<file path="src/rtl/seg7_scan_mux.sv">
// Time-multiplexed 7-segment driver with frame snapshot, LZ blanking and blink.
// Outputs are registered one cycle behind the scan index.
module seg7_scan_mux #(
    parameter int N_DIGITS       = 8,
    parameter int SCAN_DIV       = 50000,
    parameter int BLINK_FRAMES   = 64,
    parameter int HEX_EN         = 0,
    parameter int SEG_ACTIVE_LOW = 0
) (
    input  logic                    clk,
    input  logic                    rst,
    input  logic                    en,
    input  logic [4*N_DIGITS-1:0]   digits,
    input  logic [N_DIGITS-1:0]     dp,
    input  logic [N_DIGITS-1:0]     blink_mask,
    input  logic                    blank_lz,
    output logic [7:0]              seg,
    output logic [N_DIGITS-1:0]     ds,
    output logic                    frame_start
);

    localparam int CW = $clog2(SCAN_DIV);
    localparam int IW = $clog2(N_DIGITS);
    localparam int FW = (BLINK_FRAMES > 1) ? $clog2(BLINK_FRAMES) : 1;
    localparam logic [7:0] UNLIT = (SEG_ACTIVE_LOW != 0) ? 8'hFF : 8'h00;

    logic [CW-1:0]         cnt_q, cnt_d;
    logic [IW-1:0]         idx_q, idx_d;
    logic [4*N_DIGITS-1:0] sh_dig_q, sh_dig_d;
    logic [N_DIGITS-1:0]   sh_dp_q, sh_dp_d;
    logic [N_DIGITS-1:0]   sh_bm_q, sh_bm_d;
    logic [FW-1:0]         fc_q, fc_d;
    logic                  ph_q, ph_d;
    logic                  lp_q, lp_d;
    logic                  fs_q, fs_d;
    logic [N_DIGITS-1:0]   ds_q, ds_d;
    logic [7:0]            seg_q, seg_d;

    logic                  tick, snap;
    logic [4*N_DIGITS-1:0] cur_dig;
    logic [N_DIGITS-1:0]   cur_dp, cur_bm;
    logic                  cur_ph;
    logic [3:0]            nib;
    logic                  lead_zero, lz_dark, blink_dark;
    logic [7:0]            seg_raw;

    function automatic logic [6:0] glyph(input logic [3:0] c);
        logic [6:0] g;
        case (c)
            4'h0: g = 7'h3F;
            4'h1: g = 7'h06;
            4'h2: g = 7'h5B;
            4'h3: g = 7'h4F;
            4'h4: g = 7'h66;
            4'h5: g = 7'h6D;
            4'h6: g = 7'h7D;
            4'h7: g = 7'h07;
            4'h8: g = 7'h7F;
            4'h9: g = 7'h6F;
            4'hA: g = (HEX_EN != 0) ? 7'h77 : 7'h00;
            4'hB: g = (HEX_EN != 0) ? 7'h7C : 7'h00;
            4'hC: g = (HEX_EN != 0) ? 7'h39 : 7'h00;
            4'hD: g = (HEX_EN != 0) ? 7'h5E : 7'h00;
            4'hE: g = (HEX_EN != 0) ? 7'h79 : 7'h00;
            default: g = (HEX_EN != 0) ? 7'h71 : 7'h00;
        endcase
        return g;
    endfunction

    always_comb begin
        tick  = en && (cnt_q == CW'(SCAN_DIV - 1));
        cnt_d = cnt_q;
        if (en) begin
            cnt_d = tick ? '0 : cnt_q + 1'b1;
        end
        idx_d = idx_q;
        if (tick) begin
            idx_d = (idx_q == '0) ? IW'(N_DIGITS - 1) : idx_q - 1'b1;
        end

        snap     = en && ((tick && (idx_q == '0)) || lp_q);
        sh_dig_d = snap ? digits : sh_dig_q;
        sh_dp_d  = snap ? dp : sh_dp_q;
        sh_bm_d  = snap ? blink_mask : sh_bm_q;
        lp_d     = lp_q && !snap;
        fs_d     = snap;

        fc_d = fc_q;
        ph_d = ph_q;
        if (snap) begin
            if (fc_q == FW'(BLINK_FRAMES - 1)) begin
                fc_d = '0;
                ph_d = !ph_q;
            end else begin
                fc_d = fc_q + 1'b1;
            end
        end

        // The very first slot after reset shows the data being captured now.
        cur_dig = lp_q ? sh_dig_d : sh_dig_q;
        cur_dp  = lp_q ? sh_dp_d : sh_dp_q;
        cur_bm  = lp_q ? sh_bm_d : sh_bm_q;
        cur_ph  = lp_q ? ph_d : ph_q;

        nib       = cur_dig[4*idx_q +: 4];
        lead_zero = 1'b1;
        for (int j = 0; j < N_DIGITS; j++) begin
            if (j >= int'(idx_q) && cur_dig[4*j +: 4] != 4'h0) begin
                lead_zero = 1'b0;
            end
        end
        lz_dark    = blank_lz && (idx_q != '0) && lead_zero;
        blink_dark = cur_ph && cur_bm[idx_q];

        seg_raw = 8'h00;
        if (!blink_dark) begin
            seg_raw = {cur_dp[idx_q], lz_dark ? 7'h00 : glyph(nib)};
        end

        ds_d  = '1;
        seg_d = UNLIT;
        if (en) begin
            ds_d[idx_q] = 1'b0;
            seg_d = (SEG_ACTIVE_LOW != 0) ? ~seg_raw : seg_raw;
        end
    end

    always_ff @(posedge clk) begin
        if (rst) begin
            cnt_q    <= '0;
            idx_q    <= IW'(N_DIGITS - 1);
            sh_dig_q <= '0;
            sh_dp_q  <= '0;
            sh_bm_q  <= '0;
            fc_q     <= '0;
            ph_q     <= 1'b0;
            lp_q     <= 1'b1;
            fs_q     <= 1'b0;
            ds_q     <= '1;
            seg_q    <= UNLIT;
        end else begin
            cnt_q    <= cnt_d;
            idx_q    <= idx_d;
            sh_dig_q <= sh_dig_d;
            sh_dp_q  <= sh_dp_d;
            sh_bm_q  <= sh_bm_d;
            fc_q     <= fc_d;
            ph_q     <= ph_d;
            lp_q     <= lp_d;
            fs_q     <= fs_d;
            ds_q     <= ds_d;
            seg_q    <= seg_d;
        end
    end

    assign seg         = seg_q;
    assign ds          = ds_q;
    assign frame_start = fs_q;

endmodule

</file>
<file path="config.mk">
export PLATFORM = sky130hd
export DESIGN_NAME = seg7_scan_mux
export DESIGN_NICKNAME = d
export VERILOG_FILES = /design/src/rtl/seg7_scan_mux.sv
export SDC_FILE = /design/constraint.sdc
export NUM_CORES = 1
export LEC_CHECK = 0
export CAP_MARGIN = 20
export CELL_PAD_IN_SITES_DETAIL_PLACEMENT = 0
export CELL_PAD_IN_SITES_GLOBAL_PLACEMENT = 1
export CORE_MARGIN = 4
export CORE_UTILIZATION = 40
export DETAILED_ROUTE_END_ITERATION = 8
export PLACE_DENSITY = 0.82
export RECOVER_POWER = 50
export REMOVE_ABC_BUFFERS = 1
export SYNTH_ARGS = -nofsm -noshare
export SYNTH_HDL_FRONTEND = slang
export SYNTH_SLANG_ARGS = --single-unit
</file>
<file path="constraint.sdc">
create_clock -name clk -period 4.5 [get_ports clk]
set_input_delay 0.675 -clock clk [delete_from_list [all_inputs] [get_ports clk]]
set_output_delay 0.675 -clock clk [all_outputs]
set_load 0.005 [all_outputs]
</file>
=== Word-level counts from Yosys, hierarchy flattened ===
Memories as Yosys holds them, arrays and structs flattened. A register that Yosys moved wholly into a read port is not among the register bits.
Cells that the tools add are included.
W data, S select, Z words.

* Equality and inequality tests: 2
* Shift operators: 1
* Magnitude comparators: 9
* Multiply operators: 0
* Reductions and logical operators: 31
* Multiplexer cells: 26
* Add/subtract/negate cells: 3
* Div/mod/pow operators: 0
* Bitwise operators: 2

{| class="wikitable"
|+ Operators with widths
! cell !! count
|-
| $mux W32 || 2
|-
| $mux W8 || 4
|-
| $reduce_bool A4 Y1 || 8
|-
| $shiftx A32 B6 Y4 || 1
|-
| $add A16 B1 Y16 const B || 1
|-
| $eq A16 B16 Y1 const B || 1
|-
| $mux W16 || 1
|-
| $logic_and A1 B1 Y1 || 15
|-
| $mux W1 || 14
|-
| $ge A3 B3 Y1 const A || 3
|-
| $not A8 Y8 || 1
|-
| $add A6 B1 Y6 const B || 1
|-
| $bmux W1 S3 || 2
|-
| $eq A6 B6 Y1 const B || 1
|-
| $ge A1 B3 Y1 const A || 2
|-
| $ge A2 B3 Y1 const A || 2
|-
| $mux W6 || 1
|-
| $lt A3 B4 Y1 const B || 1
|-
| $reduce_or A4 Y1 || 1
|-
| $demux W1 S3 || 1
|-
| $ge A3 B1 Y1 const B || 1
|-
| $logic_not A3 Y1 || 1
|-
| $mux W3 || 1
|-
| $reduce_bool A3 Y1 || 1
|-
| other kinds (6) || 7
|}

* Bits of input ports: 52
* Latch bits: 0
* Memory bits (writable): 0
* Register bits after elaboration: 85
* Output and inout port bits: 17
* Memories kept: 1
* Bits in read-only memories: 112

{| class="wikitable"
|+ Memory list
! name !! words !! bits a word !! read ports !! clocked after memory_dff !! write ports !! line !! text
|-
| (name not given) || 16 || 7 || 1 || 1 || 0 || 49 || <nowiki>case (c)</nowiki>
|}

=== Logic depth before layout (Yosys ltp) ===
* Depth in word-level cells: 19
* Mapped depth: 12
* Gate-level depth less buffers: 9

=== Worst setup path before layout ===
OpenSTA, ideal clock, no wires.

* Kind: input port to flip-flop
* From: in en
* To: reg seg_q[3] (netlist: seg[3])
* Arrival: 2.428 ns
* Setup time: 0.070 ns
* Setup slack: 2.002 ns
* Stages on the path: 9
* Path buffers: 1
* Path through: nand2_4 buf_6 mux4_2 nor2_1 nand4b_1 inv_1 ha_1 or2_1 a21oi_1

* Cells in the longest elaborated chain, start to end: 18
* Elaborated cells on any way between the ends: 40
* Classes of those cells: 1 x shift; 16 x mux; 1 x bitwise; 22 x reduce/logical

{| class="wikitable"
|+ RTL lines
! item !! line !! text
|-
| start: declaration || 12 || <nowiki>input logic en,</nowiki>
|-
| $logic_and A1 B1 Y1 || 71 || <nowiki>tick = en && (cnt_q == CW'(SCAN_DIV - 1));</nowiki>
|-
| $logic_and A1 B1 Y1 || 81 || <nowiki>snap = en && ((tick && (idx_q == '0)) || lp_q);</nowiki>
|-
| $logic_or A1 B1 Y1 || 81 ||
|-
| $logic_and A1 B1 Y1 || 81 ||
|-
| $mux W32 || 82 || <nowiki>sh_dig_d = snap ? digits : sh_dig_q;</nowiki>
|-
| $mux W32 || 100 || <nowiki>cur_dig = lp_q ? sh_dig_d : sh_dig_q;</nowiki>
|-
| $reduce_bool A4 Y1 || 108 || <nowiki>if (j >= int'(idx_q) && cur_dig[4*j +: 4] != 4'h0) begin</nowiki>
|-
| $logic_and A1 B1 Y1 || 108 ||
|-
| $mux W1 (8 in series) || 108 ||
|-
| $logic_and A1 B1 Y1 || 112 || <nowiki>lz_dark = blank_lz && (idx_q != '0) && lead_zero;</nowiki>
|-
| $reduce_or A4 Y1 (no source line) || -- ||
|-
| end: declaration || 37 || <nowiki>logic [7:0] seg_q, seg_d;</nowiki>
|}

Several ways; a longest one is shown, not always the timed one. The select of a mux whose other input is x is not followed.
A chain may end at the register's enable or synchronous reset.

=== Worst setup path in the final report ===
Ends and elaborated chain as after synthesis.

==> results.py <==
metrics = {
    "layout": {
        "drive_gt1_share_pct": 8.12,
        "n_fill_cell": 1116,
        "nets": 675,
        "antenna_cells": 0,
        "area.growth.synth_to_final_pct": 22.7,
    },
    "outcome": {
        "status": "completed",
    },
    "drt": {
        "drt_wl_total_um": 12600,
        "drc_errors": 0,
        "wl_per_cell_um": 16.6,
        "initialDrtViolationCount": 245,
        "avgViaCountPerCell": 5.49,
        "antenna_left": 0,
        "drtPass1Iterations": 4,
        "vias": 4168,
    },
    "critical_path": {
        "r2r_cells": 9,
        "reg2reg_to": "sh_dig_q[18]$_SDFF_PP0_",
        "crit-reg2reg-launch": "idx_q[1]$_SDFFE_PP1N_",
        "cp_slowest_cell": "dlygate4sd3_1",
        "path_delay_family": "simple AND/OR/NAND/NOR gates",
        "rrSetupSlack_ps": 1160,
        "end_kind": "register",
        "worstPathMaxFanout": 35,
        "worstPathCellList": "dlygate4sd3_1 -> nand2_4 -> mux4_2 -> nor2_1 -> nand4b_1 -> inv_1 -> ha_1 -> or2_1 -> a21oi_1",
        "criticalPathCategory": "in2reg",
        "cp.required_ps": 4780,
        "worstSetupStartpointType": "primary input",
        "worstPathArrival_ps": 3860,
        "slowest_delay_ps": 930,
        "cp.buffers_inverters": 2,
    },
    "placed_design": {
        "port_buffers": 68,
        "dpl.hpwl_um": 8970,
        "routabilityCongestion": 0.940,
    },
    "power": {
        "power_mw": 1.91,
        "cellPowerDensity_mw_per_mm2": 333,
        "leakagePower_nw": 2.17,
        "vdd_drop_max_v": 0.000163,
    },
    "clock_tree": {
        "numCtsBuffers": 9,
        "clk_path_buf_depth": 2,
        "htree_levels": 3,
        "tritoncts": "built",
        "worstSkewPairLatency_ps": 350,
        "cts_root_buf": "clkbuf_16",
        "post_cts.resized_instances": 0,
        "postCtsSetupBuffers": 0,
        "cts.sinks": 92,
        "hold_buffers": 0,
        "path_clk_slew_ps": 60,
    },
    "sta": {
        "max_freq_mhz": 279,
        "rsz0062_at_grt": "false",
        "post-route-period-util_pct": 79.6,
        "drv_slew": 0,
        "max-slew-margin-rel_pct": 50.4,
        "setup_viol": 0,
        "worstMarginPinSlew_ps": 743,
        "finalHoldViolCount": 0,
        "fin_crit_ps": 3580,
        "setup_tns_ps": 0,
        "finClkSkew_ps": 10.4,
    },
    "floorplanning": {
        "initial_core_util_pct": 40.9,
        "fp.dieH_um": 116,
        "rows": 39,
        "die_x_um": 116,
        "core-area_mm2": 0.0114,
        "fp.dieArea_mm2": 0.0135,
        "num_io_pins": 69,
    },
    "min_path": {
        "holdPathEnd": "sh_bm_q[2]$_SDFF_PP0_",
        "hold_depth": 2,
        "hp-class": "reg2reg",
        "hp-start": "sh_bm_q[2]$_SDFF_PP0_",
    },
    "synth": {
        "synth-seq-cells": 92,
        "synth-edff-count": 0,
        "synth-seq-area-share_pct": 39.5,
        "syn-cell-area_mm2": 0.00466,
        "ys_async_sr_fraction_pct": 0,
        "avgSynthCellArea_um2": 8.37,
        "synth_flop_cell": "dfxtp_1",
        "synth.distinct_cells": 64,
        "yosysWarnings": 0,
        "synth_cells": 557,
    },
    "job": {
        "cap_viol_max_count": 0,
    },
    "global_routing": {
        "grt_max_degree": 52,
        "antenna_found_initial": 0,
        "grt_pass1_wl_um": 20400,
        "first_global_vias": 4014,
        "gr-total-overflow": 0,
        "grt_usage_pct": 19.3,
    },
}
==> layout make-up <==
cell class	instances	area [µm²]	area share, %
clock buffers	10	239	4.17
well taps	143	179	3.13
inverters	8	30.0	0.524
repair buffers	76	741	12.9
flip-flops and latches	92	1840	32.2
clock inverters	6	70.1	1.22
multi-input cells	424	2630	45.8
==> synth_stat cells (2+ instances only) <==
cell,number,share of area (%)
nor2b_1,4,0.54
dfxtp_1,92,39
nor4b_1,2,0.38
nand2_1,133,11
mux2_2,2,0.48
a21o_1,3,0.48
buf_4,4,0.64
or3_1,9,1.2
clkbuf_1,22,1.8
ha_1,12,3.2
xnor2_1,4,0.75
a21boi_0,3,0.48
nor4_1,5,0.67
o21ai_1,2,0.21
xor2_1,13,2.4
a31oi_1,4,0.54
inv_1,6,0.48
mux2i_1,16,3.4
or3b_2,3,0.56
mux4_2,10,4.8
buf_2,4,0.43
o41ai_1,7,1.3
o21ai_0,16,1.7
buf_6,2,0.48
nand2b_1,2,0.27
and3_1,10,1.3
a21bo_2,3,0.64
or2_2,2,0.27
nor2_1,27,2.2
or2_1,4,0.54
and2_1,2,0.27
nand4_1,9,1.2
nand3b_1,2,0.32
o22ai_1,6,0.80
nand3_1,10,1.1
a21oi_1,68,7.3
nor3_1,4,0.43
a211oi_1,4,0.64
==> layout by cell type (no fill, tap or decap), types with 4 or more instances in the layout <==
cell type        netlist  routed
a211oi_1               4       4
a21oi_1               68      68
a31oi_1                4       4
and3_1                10      10
buf_4                  4       5
clkbuf_16              0       9
clkdlybuf4s50_1        0      49
dfxtp_1               92      92
dlygate4sd3_1          0      18
ha_1                  12      12
inv_1                  6       6
mux2i_1               16      16
mux4_2                10      10
nand2_1              133     134
nand3_1               10      10
nand4_1                9       9
nor2_1                27      27
nor2b_1                4       4
nor3_1                 4       4
nor4_1                 5       6
o21ai_0               16      16
o22ai_1                6       6
o41ai_1                7       7
or3_1                  9       9
xnor2_1                4       4
xor2_1                13      13
==> layer usage <==
| layer | up-vias | wire (µm) | GRT usage [%] |
|---|---|---|---|
| met1 | 1955 | 5430 | 24.1 |
| met2 | 119 | 6060 | 32.8 |
| met3 | 26 | 681 | 3.39 |
| li1 | 2068 | - | - |
| met5 | - | 0 | 0 |
| met4 | 0 | 397 | 8.43 |
==> worst max path at each step <==
stage | startpoint | to | slack, ps | depth (start not counted)
global route | en | seg[4]$_SDFF_PP0_ | 710 | 8
global placement | en | seg[4]$_SDFF_PP0_ | 790 | 8
CTS | en | seg[3]$_SDFF_PP0_ | 1010 | 9
floorplan | en | fc_q[5]$_SDFFE_PP0N_ | 1660 | 7
detailed placement | en | seg[3]$_SDFF_PP0_ | 660 | 9
finish | en | seg[3]$_SDFF_PP0_ | 920 | 9
==> power breakdown <==
part / switching (mW) / leakage (nW) / internal (mW) / total (mW)
logic: 0.132 / 1.26 / 0.123 / 0.256
registers: 0.0234 / 0.751 / 0.847 / 0.871
clock network: 0.330 / 0.153 / 0.451 / 0.781
==> tightest hold or removal path: stages, from the launching register on <==
cell,delay (ps)
dfxtp_1,310
nand2_1,50
a21oi_1,50
==> cells by family after synthesis <==
group / share of synthesized area, %
adder cells (fa/ha/maj): 3.22
AO/OA/AOI/OAI: 15.9
flip-flops: 39.5
buffers and inverters: 4.05
XOR/XNOR: 3.19
multiplexers: 9.31
AND/OR/NAND/NOR: 24.8
==> flip-flops by register name (all words and copies together) (netlist names) <==
| name | cells |
|---|---|
| sh_dig_q | 32 |
| cnt_q | 16 |
| ds | 8 |
| seg | 8 |
| sh_bm_q | 8 |
| sh_dp_q | 8 |
| fc_q | 6 |
| idx_q | 3 |
| frame_start | 1 |
| lp_q | 1 |
| ph_q | 1 |
==> metrics by stage <==
step	util, %	worst slack [ps]	hold WS [ps]	instances	instance area [µm²]
3_3_place_gp	47.6	785	438	743	5430
3_5_place_dp	47.6	661	447	743	5430
5_1_grt	50.1	706	468	759	5730
6_report	50.1	918	452	759	5730
2_1_floorplan	-	1660	425	524	4510
4_1_cts	50.3	1010	456	759	5740
Power figures use the tool's default switching activity.
